$ cat config.mk
export PLATFORM = sky130hd
export DESIGN_NAME = t_flip_flop_bank
export DESIGN_NICKNAME = d
export VERILOG_FILES = /design/src/rtl/t_flip_flop_bank.sv
export SDC_FILE = /design/constraint.sdc
export NUM_CORES = 1
export LEC_CHECK = 0
export BUFFER_PORTS_ARGS = -buffer_cell sky130_fd_sc_hd__clkbuf_2
export CAP_MARGIN = 20
export CORE_AREA = 2 2 39 41
export CTS_CLUSTER_SIZE = 16
export DETAILED_ROUTE_END_ITERATION = 10
export DIE_AREA = 0 0 41 43
export HOLD_SLACK_MARGIN = 0.05
export PLACE_DENSITY_LB_ADDON = 0.3
export RECOVER_POWER = 25
export SYNTH_ARGS = -nofsm -noshare
export SYNTH_HDL_FRONTEND = slang
export SYNTH_SLANG_ARGS = --single-unit
$ cat constraint.sdc
create_clock -name clk -period 1.1 [get_ports clk]
set_input_delay 0.165 -clock clk [delete_from_list [all_inputs] [get_ports clk]]
set_output_delay 0.165 -clock clk [all_outputs]
set_load 0.03 [all_outputs]
$ cat src/rtl/t_flip_flop_bank.sv
// Bank of WIDTH independent toggle flip-flops with a complemented output,
// a one-cycle "changed" pulse and a wrapping count of toggle events.
// With WIDTH=1 this is the basic T flip-flop cell for dividers and counters.
module t_flip_flop_bank #(
   parameter int               WIDTH       = 1,
   parameter logic [WIDTH-1:0] RESET_VALUE = {WIDTH{1'b0}},
   parameter int               CNT_WIDTH   = 8
) (
   input  logic                 clk,
   input  logic                 rst,
   input  logic [WIDTH-1:0]     t,
   output logic [WIDTH-1:0]     q,
   output logic [WIDTH-1:0]     q_n,
   output logic                 changed,
   output logic [CNT_WIDTH-1:0] toggle_cnt
);

   logic [WIDTH-1:0]     q_q;
   logic [WIDTH-1:0]     q_d;
   logic                 changed_q;
   logic                 changed_d;
   logic [CNT_WIDTH-1:0] cnt_q;
   logic [CNT_WIDTH-1:0] cnt_d;
   logic                 any_toggle;

   // Each bit inverts only when its own toggle request is set.
   for (genvar gi = 0; gi < WIDTH; gi++) begin : g_bit
      assign q_d[gi] = q_q[gi] ^ t[gi];
   end

   assign any_toggle = |t;

   // Status next-state: pulse on any toggle, count edges that toggled something.
   always_comb begin
      changed_d = any_toggle;
      cnt_d     = cnt_q;
      if (any_toggle) begin
         cnt_d = cnt_q + {{(CNT_WIDTH-1){1'b0}}, 1'b1};
      end
   end

   // State registers; reset is asynchronous and overrides any clock edge.
   always_ff @(posedge clk or negedge rst) begin
      if (!rst) begin
         q_q       <= RESET_VALUE;
         changed_q <= 1'b0;
         cnt_q     <= '0;
      end else begin
         q_q       <= q_d;
         changed_q <= changed_d;
         cnt_q     <= cnt_d;
      end
   end

   assign q          = q_q;
   assign q_n        = ~q_q;
   assign changed    = changed_q;
   assign toggle_cnt = cnt_q;

endmodule

# == Word-level counts from Yosys, hierarchy flattened ==
# Cells that the tools add are included.
# W data, S select, Z words.
# totals
ff_bits,10
input_bits,3
output_inout_bits,11
word_cells,6
# classes
n_addsub,1
n_bitwise,2
# op_table
operator,n
$add A8 B1 Y8 const B,1
$not A1 Y1,1
$xor A1 B1 Y1,1

# == Logic depth before layout (Yosys ltp) ==
# logic_depth
word_depth,1
ltp_mapped,4

# == Least setup slack after synthesis ==
# Ideal clock, no wire load.
# synth_path
path_type,flip-flop to flip-flop
from,"register cnt_q[0], in the netlist toggle_cnt[0]"
to,"register cnt_q[1], in the netlist toggle_cnt[1]"
arrival_time_ps,1084
t_required_ps,975
path_slack_ps,-109
path_stages_with_launch,3
n_path_buf,0
path_cell_list,dfrtp_1 ha_1 mux2_2
# synth_between
elab_chain_cells,1
# synth_rtl
item,line,text
start: declaration,22,logic [CNT_WIDTH-1:0] cnt_q;
start signal: assignment,51,cnt_q <= cnt_d;
$add A8 B1 Y8,38,"cnt_d = cnt_q + {{(CNT_WIDTH-1){1'b0}}, 1'b1};"
# Every way passes these cells.
# A chain may end at the register's enable or synchronous reset.

# == Worst setup path in the final report ==
# layout_path
from,"register cnt_q[1], in the netlist toggle_cnt[1]"
to,"register cnt_q[1], in the netlist toggle_cnt[1]"
# The elaborated chain is that of the path after synthesis.

==> results.py <==
metrics = {
    "clocking": {
        "htreeDepth": 1,
        "clk_pin_slew_ps": 60,
        "clock_sinks": 10,
        "root_buffer": "clkbuf_4",
        "insertion_delay_ps": 260,
        "cts_buffer_depth": 2,
        "cts_tree": "built",
        "cts_made_buffers": 3,
    },
    "cells_and_area": {
        "final.fill_count": 139,
        "final_common_cell": "clkbuf_2",
        "instances_no_fill": 68,
        "mostFrequentLayoutCells": "9 x clkbuf_2, 7 x dfrtp_1, 6 x clkbuf_4",
        "antenna_cells": 0,
        "final_core_util_pct": 41.3,
        "area_growth_pct": 37.2,
        "finalNetCount": 57,
        "design_area_um2": 572,
        "drive_above_1_share_pct": 51.9,
    },
    "grt": {
        "grt.total_usage_pct": 9.93,
        "grt_start_max_net_pins": 11,
        "grt_pass1_wl_mm": 1.07,
        "grt_pass1_vias": 256,
        "antenna_found_initial": 0,
        "overflow": 0,
    },
    "power_and_ir_drop": {
        "powerDensity_mw_per_mm2": 3170,
        "clock_power_share_pct": 14.3,
        "p_sw_uw": 787,
        "ir_drop_uv": 1520,
        "power_leakage_nw": 0.282,
        "comb_power_share_pct": 48.4,
        "intPower_mw": 1.02,
        "p_seq_share_pct": 37.3,
        "p_sw_share_pct": 43.4,
    },
    "worst_hold_path": {
        "hp-class": "in2reg",
    },
    "synthesis": {
        "synth_nets": 35,
        "synth_warnings": 0,
        "synth_cell_types": 12,
        "yosys.area.top_type_share_pct": 60.1,
        "synth_area_per_cell_um2": 13.4,
        "syn_area_um2": 417,
        "syn_inst": 31,
        "yosysSeqAreaShare_pct": 60.1,
        "synth_top_area_cell": "dfrtp_1",
        "synth_area_leaders": "dfrtp_1 60%, xnor2_1 8.4%, xor2_1 8.4%, nand4_1 4.5%, ha_1 3.0%",
        "synth_seq_cells": 10,
    },
    "setup_path": {
        "max_stage_delay_ps": 430,
        "cp.arrival_ps": 1220,
        "path_max_fanout": 5,
        "path_class": "reg2reg",
        "cp-start-kind": "flop",
        "cp_cell_sequence": "ha_2 -> mux2_2",
        "path_delay_family": "flip-flops",
        "cp_slowest_cell": "dfrtp_2",
        "required_ps": 1250,
        "end_kind": "flop",
        "cp_num_buf_inv": 0,
    },
    "timing": {
        "worst_pin_slew_ps": 534,
        "fin_ws_ps": 28.2,
        "max_slew_margin_pct": 64.4,
        "hold_violations": 0,
        "whs_ps": 135,
        "fin_crit_sh_pct": 97.4,
        "setup_viol": 0,
        "min_period_ps": 1070,
        "max_freq_mhz": 933,
        "slew_violations": 0,
        "fin_skew_ps": 1.84,
        "rsz0062_at_grt": "yes",
    },
    "run_status": {
        "status": "finished clean",
    },
    "routing": {
        "totalWireLength_um": 690,
        "num_vias": 298,
        "ant_nets": 0,
        "routedWlPerCell_um": 10.1,
        "viasPerCell": 4.38,
        "detail_route.first_pass.iterations": 2,
        "drt_iter0_markers": 7,
        "remaining_drc_errors": 0,
    },
    "placed_design": {
        "place_ws_ps": 36.2,
        "place_hpwl_um": 495,
        "dpl_cell_area_um2": 503,
        "gp_congestion": 0.665,
        "placedCellCount": 60,
        "port_buffers": 13,
    },
    "floorplan": {
        "start_util_pct": 30.1,
        "die_area_mm2": 0.00176,
        "ioPinCount": 14,
        "die_w_um": 41,
        "rows": 14,
        "fp.dieH_um": 43,
        "fp.coreArea_mm2": 0.00138,
    },
    "flow_run": {
        "maxCapViolations": 0,
    },
}
## cell usage after synthesis, drive strengths merged
master,count
dfrtp,10
nand4,4
xnor2,4
xor2,4
nand2,2
nor2,2
and3,1
buf,1
ha,1
inv,1
mux2,1
## worst paths after layout
path / endpoint / cells after the start / from / slack [ps]
setup / recovery: toggle_cnt[1] / 2 / toggle_cnt[1] / 30
hold / removal: changed / 1 / t / 130
setup reg to reg: toggle_cnt[1] / 2 / toggle_cnt[1] / 30
hold reg to reg: toggle_cnt[7] / 1 / toggle_cnt[7] / 460
max in group asynchronous: toggle_cnt[3] / 2 / rst / 330
min in group asynchronous: changed / 2 / rst / 390
## registers in the layout, summed over array words and instances, names as in the netlist
name,cells
changed,1
toggle_cnt,8
q,1
## layer usage
metal  GRT usage [%]  vias up  wire, um
met5               0        -         0
met3            9.42        2        68
met2            10.9       12       295
met1            11.9      141       314
met4            6.00        0        11
li1                -      143         -
## power by group through the flow
stage / Sequential, mW / Clock (mW) / Combinational (mW)
floorplan: 0.963 / 0 / 0.247
global placement: 0.694 / 0 / 0.750
detailed placement: 0.698 / 0 / 0.755
CTS: 0.695 / 0.275 / 0.768
global route: 0.704 / 0.286 / 0.946
finish: 0.676 / 0.259 / 0.877
## kinds of logic (layout without fill, tap and decap cells)
family                     count (synthesis)  after routing  synth area share, %
DFF                                       10             10                 60.1
and+or+nand+nor                            9              9                 13.8
xor gates and xnor gates                   8              8                 16.8
buffers and inverters                      2             23                 3.60
adders and majority gates                  1              1                 3.00
muxes                                      1              1                 2.70
## area by class of cell
type / instances / area, um^2 / area share (%)
Timing Repair Buffer: 18 / 111 / 19.5
Sequential cell: 10 / 254 / 44.4
Multi-Input combinational cell: 19 / 156 / 27.4
Tap cell: 16 / 20.0 / 3.50
Clock buffer: 4 / 26.3 / 4.60
Inverter: 1 / 3.75 / 0.656
## repair_timing
action                                  CTS  global route
setup buffers                             0             3
hold buffers                              1             0
endpoints found under the setup margin    1             4
resized for setup                         2             5
endpoints found under the hold margin    10             0
## per-stage QoR
step           setup TNS [ps]  power [mW]
6_report                    0        1.81
2_1_floorplan           -44.1        1.21
5_1_grt                 -8.73        1.94
4_1_cts                     0        1.74
3_5_place_dp                0        1.45
3_3_place_gp                0        1.44
Power figures use the tool's default switching activity.
